[src/rtl/seq_divider16_if.sv]
`default_nettype none
// ============================================================================
//  Module      : seq_divider16_if
//  Description : Start/busy/done handshake and operand/result bundle between
//                the stack-processor control unit (master) and the iterative
//                divider (slave).
//  Revision    : 1.0  initial release
// ============================================================================
interface seq_divider16_if #(
    parameter int WIDTH = 16
);
    // Request side, driven by the control unit
    logic             start;
    logic [WIDTH-1:0] dividend;
    logic [WIDTH-1:0] divisor;

    // Status and results, driven by the divider
    logic             busy;
    logic             done;
    logic [WIDTH-1:0] quotient;
    logic [WIDTH-1:0] remainder;
    logic             div_by_zero;

    modport master (
        output start,
        output dividend,
        output divisor,
        input  busy,
        input  done,
        input  quotient,
        input  remainder,
        input  div_by_zero
    );

    modport slave (
        input  start,
        input  dividend,
        input  divisor,
        output busy,
        output done,
        output quotient,
        output remainder,
        output div_by_zero
    );
endinterface
`default_nettype wire

[src/rtl/seq_divider16.sv]
`default_nettype none
// ============================================================================
//  Module      : seq_divider16
//  Description : Iterative unsigned restoring divider. One shift-subtract step
//                per clock, WIDTH steps per division. Results are held stable
//                for write-back until the next accepted start.
//  Revision    : 1.0  initial release
// ============================================================================
module seq_divider16 #(
    parameter int WIDTH = 16
) (
    input  logic            clk,
    input  logic            rst_n,
    seq_divider16_if.slave  bus
);

    localparam int CNT_W = $clog2(WIDTH + 1);

    // Count value seen during the final step; the step that sees it is step WIDTH.
    localparam logic [CNT_W-1:0] c_last_step = CNT_W'(WIDTH - 1);

    typedef enum logic [1:0] {
        S_IDLE = 2'd0,
        S_RUN  = 2'd1,
        S_DONE = 2'd2
    } state_t;

    state_t r_state;
    state_t w_state_nxt;

    // Control strobes decoded from the state machine
    logic w_load_run;
    logic w_load_dbz;
    logic w_step;
    logic w_finish;
    logic w_busy;
    logic w_done;

    // Working registers. The partial remainder is always below the divisor,
    // so it fits WIDTH bits between steps; the extra bit only exists in the
    // shifted/trial values inside a step.
    logic [WIDTH-1:0] r_rem;
    logic [WIDTH-1:0] r_q;
    logic [WIDTH-1:0] r_d;
    logic [CNT_W-1:0] r_cnt;

    // Held results
    logic [WIDTH-1:0] r_quotient;
    logic [WIDTH-1:0] r_remainder;
    logic             r_div_by_zero;

    // Step datapath
    logic [WIDTH:0]   w_rem_shift;
    logic [WIDTH:0]   w_trial;
    logic             w_no_borrow;
    logic [WIDTH-1:0] w_rem_step;
    logic [WIDTH-1:0] w_q_step;

    // State register
    always_ff @(posedge clk or negedge rst_n) begin
        if (!rst_n) begin
            r_state <= S_IDLE;
        end else begin
            r_state <= w_state_nxt;
        end
    end

    // Next-state decode and control strobes
    always_comb begin
        w_state_nxt = r_state;
        w_load_run  = 1'b0;
        w_load_dbz  = 1'b0;
        w_step      = 1'b0;
        w_finish    = 1'b0;
        w_busy      = 1'b0;
        w_done      = 1'b0;

        case (r_state)
            S_IDLE, S_DONE: begin
                w_done = (r_state == S_DONE);
                if (bus.start) begin
                    if (bus.divisor == '0) begin
                        // Zero divisor short-circuits straight to a result
                        w_load_dbz  = 1'b1;
                        w_state_nxt = S_DONE;
                    end else begin
                        w_load_run  = 1'b1;
                        w_state_nxt = S_RUN;
                    end
                end else begin
                    w_state_nxt = S_IDLE;
                end
            end

            S_RUN: begin
                // start is deliberately ignored here
                w_busy = 1'b1;
                w_step = 1'b1;
                if (r_cnt == c_last_step) begin
                    w_finish    = 1'b1;
                    w_state_nxt = S_DONE;
                end
            end

            default: begin
                w_state_nxt = S_IDLE;
            end
        endcase
    end

    // One restoring step: shift {rem,q} left, try subtracting the divisor,
    // keep the difference and set the quotient bit only when no borrow occurs.
    always_comb begin
        w_rem_shift = {r_rem, r_q[WIDTH-1]};
        w_trial     = w_rem_shift - {1'b0, r_d};
        w_no_borrow = ~w_trial[WIDTH];
        w_rem_step  = w_no_borrow ? w_trial[WIDTH-1:0] : w_rem_shift[WIDTH-1:0];
        w_q_step    = {r_q[WIDTH-2:0], w_no_borrow};
    end

    // Working registers: capture operands on accepted start, step while running
    always_ff @(posedge clk or negedge rst_n) begin
        if (!rst_n) begin
            r_rem <= '0;
            r_q   <= '0;
            r_d   <= '0;
            r_cnt <= '0;
        end else if (w_load_run) begin
            r_rem <= '0;
            r_q   <= bus.dividend;
            r_d   <= bus.divisor;
            r_cnt <= '0;
        end else if (w_step) begin
            r_rem <= w_rem_step;
            r_q   <= w_q_step;
            r_cnt <= r_cnt + CNT_W'(1);
        end
    end

    // Result registers: written only when entering DONE (flag cleared on a new run)
    always_ff @(posedge clk or negedge rst_n) begin
        if (!rst_n) begin
            r_quotient    <= '0;
            r_remainder   <= '0;
            r_div_by_zero <= 1'b0;
        end else if (w_load_dbz) begin
            r_quotient    <= '1;
            r_remainder   <= bus.dividend;
            r_div_by_zero <= 1'b1;
        end else if (w_load_run) begin
            r_div_by_zero <= 1'b0;
        end else if (w_finish) begin
            r_quotient    <= w_q_step;
            r_remainder   <= w_rem_step;
        end
    end

    assign bus.busy        = w_busy;
    assign bus.done        = w_done;
    assign bus.quotient    = r_quotient;
    assign bus.remainder   = r_remainder;
    assign bus.div_by_zero = r_div_by_zero;

endmodule
`default_nettype wire

[src/flat_wrapper.sv]
// flat-port wrapper written by rule: the top's interface ports become plain ports
module seq_divider16_flat 
#(
    parameter int WIDTH = 16
)
  (clk, rst_n, bus_start, bus_dividend, bus_divisor, bus_busy, bus_done, bus_quotient, bus_remainder, bus_div_by_zero);
  seq_divider16_if #(.WIDTH(WIDTH)) bus_i ();
  input  logic clk;
  input  logic rst_n;
  input wire logic [$bits(bus_i.start)-1:0] bus_start;
  input wire logic [$bits(bus_i.dividend)-1:0] bus_dividend;
  input wire logic [$bits(bus_i.divisor)-1:0] bus_divisor;
  output wire logic [$bits(bus_i.busy)-1:0] bus_busy;
  output wire logic [$bits(bus_i.done)-1:0] bus_done;
  output wire logic [$bits(bus_i.quotient)-1:0] bus_quotient;
  output wire logic [$bits(bus_i.remainder)-1:0] bus_remainder;
  output wire logic [$bits(bus_i.div_by_zero)-1:0] bus_div_by_zero;
  assign bus_i.start = bus_start;
  assign bus_i.dividend = bus_dividend;
  assign bus_i.divisor = bus_divisor;
  assign bus_busy = bus_i.busy;
  assign bus_done = bus_i.done;
  assign bus_quotient = bus_i.quotient;
  assign bus_remainder = bus_i.remainder;
  assign bus_div_by_zero = bus_i.div_by_zero;
  seq_divider16 #(.WIDTH(WIDTH)) u_core (.clk(clk), .rst_n(rst_n), .bus(bus_i));
endmodule
[config.mk]
export PLATFORM = sky130hd
export DESIGN_NAME = seq_divider16_flat
export DESIGN_NICKNAME = d
export VERILOG_FILES = /design/src/rtl/seq_divider16_if.sv /design/src/rtl/seq_divider16.sv /design/src/flat_wrapper.sv
export SDC_FILE = /design/constraint.sdc
export NUM_CORES = 1
export LEC_CHECK = 0
export CORE_ASPECT_RATIO = 0.8
export CORE_MARGIN = 8
export CORE_UTILIZATION = 45
export DETAILED_ROUTE_END_ITERATION = 8
export PLACE_DENSITY = 0.71
export SLEW_MARGIN = 20
export SYNTH_ARGS = -nofsm -noshare
export SYNTH_HDL_FRONTEND = slang
export SYNTH_SLANG_ARGS = --single-unit
[constraint.sdc]
create_clock -name clk -period 7.9 [get_ports clk]
set_input_delay 1.58 -clock clk [delete_from_list [all_inputs] [get_ports clk]]
set_output_delay 1.58 -clock clk [all_outputs]
set_load 0.05 [all_outputs]
==> summary.md <==
| Metric | Value |
|---|---|
| Port bufs | 69 |
| Critical path required time | 6.32 ns |
| Core Region | 10300 sq um |
| CTS root buffer | clkbuf_16 |
| Worst-path fanout max | 25 |
| Critical path's top delay family | buffers and inverters |
| Slew Viols, Final | 0 |
| Power per cell area | 512 nW/um^2 |
| RSZ-0062 raised after global routing | false |
| Pwr Total | 2980 uW |
| Final Net Count | 642 |
| Setup TNS | 0 ns |
| First-pass GRT wire length | 21400 microns |
| # fillers | 931 |
| Largest net degree at the start of global routing | 89 |
| Slew headroom | 38.5% |
| CTS tree | built |
| Syn Inst Count | 536 |
| Layout cells sized above 1 | 5.56% |
| Worst setup EP type | output pin |
| CP Data Arrival Time | 2.39 ns |
| Row cnt | 33 |
| Remaining DRCs | 0 |
| Netlist cell types | 53 |
| Number of synthesized flops with an enable pin | 0 |
| CP bufs+invs | 2 |
| Grt ovf | 0 |
| Register bit total from synthesis | 88 |
| Max-cap violation count | 0 |
| Sequential-to-total area share from yosys stat | 46.2% |
| Post-DRT Antenna Nets | 0 |
| Setup violators final | 0 |
| I/O pins | 70 |
| Clock Path Buffers | 2 |
| CP Class | flip-flop to output pin |
| Worst VDD drop | 0.252 mV |
| Most frequent cells in the layout | dfrtp_1 (88), nand2_1 (80), clkdlybuf4s50_1 (68), nor2_1 (56), a21oi_1 (51) |
| Final hold slack | 0.479 ns |
| Hold buffer count at CTS | 0 |
| Hpwl dp | 9220 microns |
| Max Freq | 0.252 GHz |
| Synth Flop Type | dfrtp_1 |
| Vias in the first global route | 4155 |
| FFs w/ async S/R, synth | 100% |
| Final Skew | 0.0118 ns |
| Via count | 4249 |
| Total global-route track usage | 18.9% |
| Clock latency on the worst-skew pair | 0.34 ns |
| Most common library cell in the layout ignoring fill and taps | dfrtp_1 |
| Sequential cell area | 2200 sq um |
| Pre-Repair DR Iteration Count | 5 |
| Post-CTS Setup Bufs | 0 |
| CP max-delay cell | clkdlybuf4s50_1 |
| DR vias/cell | 5.80 |
| CTS clock-pin slew for the worst setup and hold paths | 0.07 ns |
| Initial DRC Count | 365 |
| H-tree depth | 3 |
| Post-Route WL | 13100 microns |
| Critical path launch point type | flip-flop |
| Final GP Congestion | 0.813 |
| Final Cycle Share | 50.3% |
| Crit path largest cell delay | 0.92 ns |
| Die X | 131 microns |
| Initial antenna violation count | 0 |
| Slew @ Worst Pin | 0.920 ns |
| Per-cell routed wire length | 17.9 microns |
| Hold Fails Final Rpt | 0 |
| Clk sinks | 88 |
| Crit path time final | 3.97 ns |
| P_leak | 0.00248 uW |
| Hold Crit Class | flip-flop to flip-flop |
| Critical Path, Cell by Cell | nand2b_1, clkinv_1, clkdlybuf4s50_1 |
| Status | finished clean |
| Multi-input logic area | 2350 sq um |
| Post-Syn Nets | 590 |
| Initial core utilization | 46.4% |
| Yosys warns | 0 |
| Mean Syn Cell Area | 8.89 sq um |
| CTS resizes | 0 |
| Layout area overhead | 22.1% |
| Die area | 14200 sq um |
| Synthesized area | 4770 sq um |
| Die Y | 108 microns |
| # diodes | 0 |
| Inserted Clock Buffers | 9 |
-- per-layer routing --
metal	vias up	share of wire (%)	track usage (%)
li1	2014	-	-
met1	2068	46	26.3
met2	152	47	28.9
met3	15	5.7	3.69
met4	0	1.3	6.46
met5	-	0	0
-- sequential cells by signal, summed over array words and instances, names as in the netlist --
register and flops:
u_core.r_q 16, u_core.r_rem 16, u_core.bus.remainder 16, u_core.r_cnt 5
u_core.r_state 2, u_core.bus.div_by_zero 1, u_core.bus.quotient 16, u_core.r_d 16
-- power breakdown --
| part | total (uW) | switching [uW] | internal [uW] |
|---|---|---|---|
| combinational | 1780 | 1100 | 687 |
| clock | 411 | 194 | 217 |
| sequential | 781 | 137 | 644 |
| total | 2980 | 1430 | 1550 |
-- cells in the mapped netlist, drive strengths merged (2+ instances only) --
library cell  instances  area share (%)
and3                  2            0.26
xor2                  4            0.74
a211o                 3            0.55
and4                  3            0.55
buf                   5            0.84
nor4                  6            0.79
clkbuf               29             2.3
ha                   18             4.7
and2                  2            0.26
o211ai                4            0.74
a21o                  3            0.47
a211oi               18             3.0
nor2b                 3            0.39
o31ai                 2            0.31
nand2                81             6.4
a311oi                2            0.37
mux2                  2            0.55
xnor2                 7             1.3
a21oi                52             5.7
nor4b                 2            0.37
o22ai                 9             1.2
dfrtp                88              46
inv                  18             1.4
o21ai                37             3.9
nor3                 18             1.9
or3                   2            0.26
a32oi                 3            0.55
nand4                 4            0.52
a22oi                17             2.7
o21a                  3            0.47
mux2i                12             2.5
nand2b                6            0.79
nor2                 57             4.5
-- tightest hold or removal path, stage by stage, from the launching register on --
cell and delay [ns]:
dfrtp_1 0.35, nand2_1 0.05, nand2_1 0.05
-- cell type report --
| cell class | count | area share, % |
|---|---|---|
| timing repair buffer | 75 | 12.7 |
| inverter | 19 | 1.23 |
| sequential | 88 | 37.8 |
| clock buffer | 9 | 3.87 |
| clock inverter | 7 | 0.925 |
| tap | 140 | 3.01 |
| multi-input combinational | 395 | 40.5 |
-- worst paths after layout --
kind,from,end,slack (ns),cells past startpoint
worst max-delay path,u_core.r_state[0],bus_busy,3.93,3
worst min-delay path,u_core.r_q[15],u_core.r_q[15],0.48,2
worst max register to register,u_core.r_q[15],u_core.bus.remainder[7],4.63,11
worst min register to register,u_core.r_q[15],u_core.r_q[15],0.48,2
max in group asynchronous,rst_n,u_core.r_q[15],6.02,1
min in group asynchronous,rst_n,u_core.r_d[9],1.27,1
-- per-stage QoR --
| stage | utilization, % | std cells | cell area, sq um | setup slack, ns |
|---|---|---|---|---|
| detailed placement | 53.8 | 717 | 5530 | 3.57 |
| CTS | 56.5 | 733 | 5810 | 3.92 |
| global route | 56.6 | 733 | 5820 | 3.80 |
| global placement | 53.8 | 717 | 5530 | 3.65 |
| finish | 56.6 | 733 | 5820 | 3.93 |
| floorplan | - | 536 | 4770 | 4.70 |
-- kinds of logic after synthesis --
group / synth area share [%]
and+or+nand+nor: 17.6
buffers and inverters: 4.62
xor gates and xnor gates: 2.02
DFF: 46.2
muxes: 3.07
adders and majority gates: 5.15
AOI/OAI and AO/OA: 21.4
Power figures use the tool's default switching activity.
==> RTL change 1, RTL diff (same settings) <==
`WIDTH` is set to 16 in 3 places; all go to 8.
--- a/src/rtl/seq_divider16_if.sv
+++ b/src/rtl/seq_divider16_if.sv
@@ -8,5 +8,5 @@
 // ============================================================================
 interface seq_divider16_if #(
-    parameter int WIDTH = 16
+    parameter int WIDTH = 8
 );
     // Request side, driven by the control unit
--- a/src/rtl/seq_divider16.sv
+++ b/src/rtl/seq_divider16.sv
@@ -8,5 +8,5 @@
 // ============================================================================
 module seq_divider16 #(
-    parameter int WIDTH = 16
+    parameter int WIDTH = 8
 ) (
     input  logic            clk,
--- a/src/flat_wrapper.sv
+++ b/src/flat_wrapper.sv
@@ -2,5 +2,5 @@
 module seq_divider16_flat 
 #(
-    parameter int WIDTH = 16
+    parameter int WIDTH = 8
 )
   (clk, rst_n, bus_start, bus_dividend, bus_divisor, bus_busy, bus_done, bus_quotient, bus_remainder, bus_div_by_zero);
Ports: changed (resized bus_dividend, bus_divisor, bus_quotient and bus_remainder); port bits go from 70 to 38. The function was not compared with the original's and may differ.
==> RTL change 1 against the unedited design <==
Cell area decreased by 49%; count of clock-buffer cells in the layout decreased by 3; clock skew decreased by 0.0065 ns; synthesized area decreased by 49%; sequential cell count decreased by 41; setup slack got worse by 0.30 ns; wire length decreased by 58%; critical path depth unchanged; fmax decreased by 7.0%.
Power is not shown: default switching activity piles up to over one toggle a cycle in this logic, so the estimate is an artifact.
==> RTL change 1: results (changes against the unedited design) <==
antenna_found_initial: 0  # unchanged
rr_endpoint: "u_core.r_rem[0]"
seq_area_share_pct: 39.7  # +1.9 points
async_flop_share_pct: 100  # unchanged
holdPathStages: 2  # unchanged
vias_per_cell: 5.52  # -4.8%
nets: 319  # -50%
cts_htree_levels: 2  # -1
wl_mm: 5.54  # -58%
hp-start: "u_core.r_q[2]"
synth_cell_types: 45  # -15%
grt_max_degree: 48  # -46%
multi_input_area_sq_mm: 0.00117  # -50%
num_antenna_cells: 0  # unchanged
crit_path_max_fanout: 21  # -16%
slowest_stage: "clkdlybuf4s50_1"
grt_pass1_wl_mm: 9.05  # -58%
clockBufferDepth: 2  # unchanged
drt-initial-drc-count: 156  # -57%
worstPathArrival_ns: 2.69  # +0.30 ns
syn_nets: 286  # -52%
place.gp.congestion: 0.865  # +6.4%
max_stage_delay_ns: 0.91
fin_skew_ns: 0.00529  # -0.00652 ns
n_all_buffers: 39  # -48%
numClockSinks: 47  # -47%
cts_setup_buffers: 0  # unchanged
synth_area_leaders: "dfrtp_1 48%, nand2_1 6.3%, ha_1 4.6%"
cts-root-buf: "clkbuf_8"
clkCellAreaFrac_pct: 3.47  # -1.3 points
seq_area_frac_synth_pct: 48.1  # +1.9 points
holdPathEnd: "u_core.r_q[2]"
clock_latency_ns: 0.30  # -0.04 ns
multi_input_cells: 184  # -53%
drive_gt1_share_pct: 7.59  # +2.0 points
placedCellCount: 348  # -51%
drtPass1Iterations: 4  # -1
slew_headroom_pct: 46.0  # +7.5 points
synth_cells: 257  # -52%
synth.cells.most_frequent: "47 x dfrtp_1, 41 x nand2_1, 26 x nor2_1"
nonClkBufAreaFrac_pct: 12.9  # +0.27 points
hp-class: "reg -> reg"
port_buffers: 37  # -46%
n_fill_cell: 478  # -49%
clkbuf_count: 6  # -3
dr_total_vias: 1960  # -54%
inv_count: 13  # -6
r2r-start: "u_core.r_q[7]"
dp_hpwl_mm: 4.01  # -56%
r2r_cells: 9  # -2
grtUsageTotal_pct: 14.0  # -4.9 points
grt_pass1_vias: 1844  # -56%
pre_cts_slack_ns: 3.99  # +0.411 ns
r2r_slack_ns: 5.24  # +0.61 ns
status: "finished clean"
cts_buffers: 5  # -4
==> RTL change 1: changes by cell type after synthesis, moves of 6 or more <==
cell / change
a211oi_1: -15
a21oi_1: -37
a22oi_1: -10
clkbuf_1: -18
dfrtp_1: -41
ha_1: -9
mux2i_1: -6
nand2_1: -40
nor2_1: -31
nor3_1: -17
o21ai_0: -19
xnor2_1: -6
==> RTL change 1: routing by layer <==
layer | up-vias | routed length (microns) | track usage (%)
met5 | - | 0 | 0
met4 | 0 | 31 | 3.21
met3 | 5 | 266 | 3.56
met2 | 51 | 2370 | 20.9
met1 | 943 | 2880 | 20.0
li1 | 961 | - | -
==> RTL change 1: through the flow <==
stage	cell area, sq um	hold WS, ns
5_1_grt	2960	0.534
3_5_place_dp	2850	0.490
4_1_cts	2960	0.511
2_1_floorplan	2450	0.469
6_report	2960	0.511
3_3_place_gp	2850	0.499
==> RTL change 1: cell families after synthesis <==
kind of cell             share of synthesized area, %
adder cells (fa/ha/maj)                          5.42
AND/OR/NAND/NOR                                  14.4
buffers and inverters                            4.35
XOR/XNOR                                         2.51
AO/OA/AOI/OAI                                    19.4
flip-flops                                       48.1
multiplexers                                     5.83
==> RTL change 1: worst max-delay path: cells and delay by family, from the launching register on <==
kind                   cells  cell delay [ns]
buffers and inverters      2             1.50
AND/OR/NAND/NOR            1             0.51
flip-flops                 1             0.37
==> RTL change 1: worst max path at each step <==
stage / startpoint / end / slack [ns] / depth (start not counted)
floorplan: bus_start / u_core.r_rem[5] / 4.99 / 5
global placement: u_core.r_state[1] / bus_busy / 4.05 / 3
detailed placement: u_core.r_state[1] / bus_busy / 3.99 / 3
CTS: u_core.r_state[1] / bus_busy / 3.64 / 3
global route: u_core.r_state[1] / bus_busy / 3.50 / 3
finish: u_core.r_state[1] / bus_busy / 3.63 / 3
==> RTL change 2, RTL diff (same settings) <==
Without the edit above. Encoding of `state_t`: now one-hot (3 bits for 3 states).
--- a/src/rtl/seq_divider16.sv
+++ b/src/rtl/seq_divider16.sv
@@ -20,8 +20,8 @@
     localparam logic [CNT_W-1:0] c_last_step = CNT_W'(WIDTH - 1);
 
-    typedef enum logic [1:0] {
-        S_IDLE = 2'd0,
-        S_RUN  = 2'd1,
-        S_DONE = 2'd2
+    typedef enum logic [2:0] {
+        S_IDLE = 3'b001,
+        S_RUN  = 3'b010,
+        S_DONE = 3'b100
     } state_t;
 
Formal check against the unedited RTL: no difference found for any inputs over 10 cycles, from zero or initial values and one cycle with rst_n low; not proved beyond that.
==> RTL change 2 against the unedited design <==
Synthesized area up 0.34%; critical path depth up 2; die area up 0.30%; cell area up 0.95%; utilization up 0.54 points; setup slack worse by 0.43 ns; sequential cell count up 1; wire length down 5.9%; critical path type unchanged; largest cell class unchanged; highest routed layer unchanged.
Power is not compared: it rests on default switching activity, and its combinational part moved more than twofold at a synthesized area within 25%.
==> RTL change 2: results (changes against the unedited design) <==
clock_latency_ns: 0.34  # about the same
synth_area_leaders: "dfrtp_1 46%, nand2_1 9.3%, o21ai_0 4.9%"
place.gp.congestion: 0.858  # +5.6%
drive_gt1_share_pct: 7.59  # +2.0 points
status: "finished clean"
worstPathArrival_ns: 2.82  # +0.43 ns
syn_nets: 571  # -3.2%
grt_pass1_vias: 4093  # -1.5%
ir_drop_mv: 0.115
dp_hpwl_mm: 8.75  # -5.0%
grt_max_degree: 73  # -18%
gr-usage-met2_pct: 29.7  # +0.88 points
synth.cells.most_frequent: "119 x nand2_1, 88 x dfrtp_1, 47 x o21ai_0"
grt_pass1_wl_mm: 20.6  # -3.6%
max_stage_delay_ns: 0.74  # -0.18 ns
cts-root-buf: "clkbuf_16"
pre_cts_slack_ns: 3.65  # +0.0759 ns
n_fill_cell: 904  # -2.9%
seq_area_frac_synth_pct: 46.6  # +0.39 points
vias_per_cell: 5.60  # -3.4%
use_met3_pct: 4.45  # +0.76 points
hold-worst-slack_ns: 0.489  # +0.0101 ns
timing.final.ws_setup_ns: 3.50  # -0.428 ns
fin_skew_ns: 0.00556  # -0.00624 ns
tightest_slew_ns: 0.941  # +0.0216 ns
synth_cell_types: 57  # +7.5%
post_cts_resized: 0  # unchanged
drt-initial-drc-count: 453  # +24%
crit_path_max_fanout: 29  # +16%
max_cap_violations: 0  # unchanged
cellLeakagePower_uw: 0.00252
grtUsageMet1_pct: 22.5  # -3.8 points
grtUsageTotal_pct: 17.8  # -1.1 points
r2r_slack_ns: 4.07  # -0.56 ns
nets: 629  # -2.0%
wl_per_cell_microns: 17.1  # -4.2%
[RTL change 2: cell types whose count changed in the layout (fill, tap and decap cells not counted), sizes merged, moves of 6 or more]
cell / before / now
a211oi: 18 / 8
a21oi: 52 / 22
and3: 2 / 8
mux2: 2 / 9
nand2: 81 / 119
nand3: 1 / 12
nor2: 57 / 16
nor3: 18 / 1
o21ai: 37 / 64
o22ai: 9 / 0
[RTL change 2: final timing paths]
path | to | cells after the start | startpoint
max reg2reg | u_core.r_rem[2] | 10 | u_core.r_q[15]
min in group asynchronous | u_core.bus.div_by_zero | 1 | rst_n
max | bus_busy | 5 | u_core.r_state[0]
min reg2reg | u_core.r_q[15] | 2 | u_core.r_q[15]
min | u_core.r_q[15] | 2 | u_core.r_q[15]
max in group asynchronous | u_core.r_rem[6] | 2 | rst_n
[RTL change 2: kinds of logic after synthesis]
| kind of cell | synth area share (%) |
|---|---|
| flops | 46.6 |
| simple gates | 17.4 |
| buf+inv | 4.60 |
| mux | 4.79 |
| compound gates | 18.9 |
| fa+ha+maj | 5.13 |
| xor+xnor | 2.56 |
[RTL change 2: power by group through the flow]
stage                     registers, uW  clock network [uW]  logic [uW]
final                               610                 473         605
after global routing                621                 503         669
after CTS                           608                 482         602
after detailed placement            617                   0         593
after global placement              614                   0         574
after floorplan                     614                   0         446
[RTL change 2: layout make-up]
cell class / instances / area (sq um) / share of cell area [%]
Clock inverter: 6 / 90.1 / 1.53
Clock buffer: 10 / 239 / 4.07
Tap cell: 140 / 175 / 2.98
Inverter: 20 / 75.1 / 1.28
Timing Repair Buffer: 75 / 733 / 12.5
Multi-Input combinational cell: 380 / 2330 / 39.7
Sequential cell: 89 / 2230 / 37.9
[RTL change 2: metrics by stage]
stage          std cells  cell area (sq um)
2_1_floorplan        517               4780
3_3_place_gp         704               5550
3_5_place_dp         704               5550
4_1_cts              720               5870
5_1_grt              720               5870
6_report             720               5870
[RTL change 2: per-layer routing]
metal	part of all wire, %	wire (microns)
met1	46	5660
met2	47	5850
met3	5.0	616
met4	1.8	216
met5	0	0
[RTL change 2: worst reg2reg max path, cell delays in order, from the launching register on]
cell and delay [ns]:
dfrtp_1 0.38, inv_1 0.14, ha_1 0.20, inv_1 0.06, fa_1 0.44, a211oi_1 0.40
o211ai_1 0.28, a211oi_1 0.43, o221a_1 0.81, mux2i_1 0.40, o21ai_0 0.13
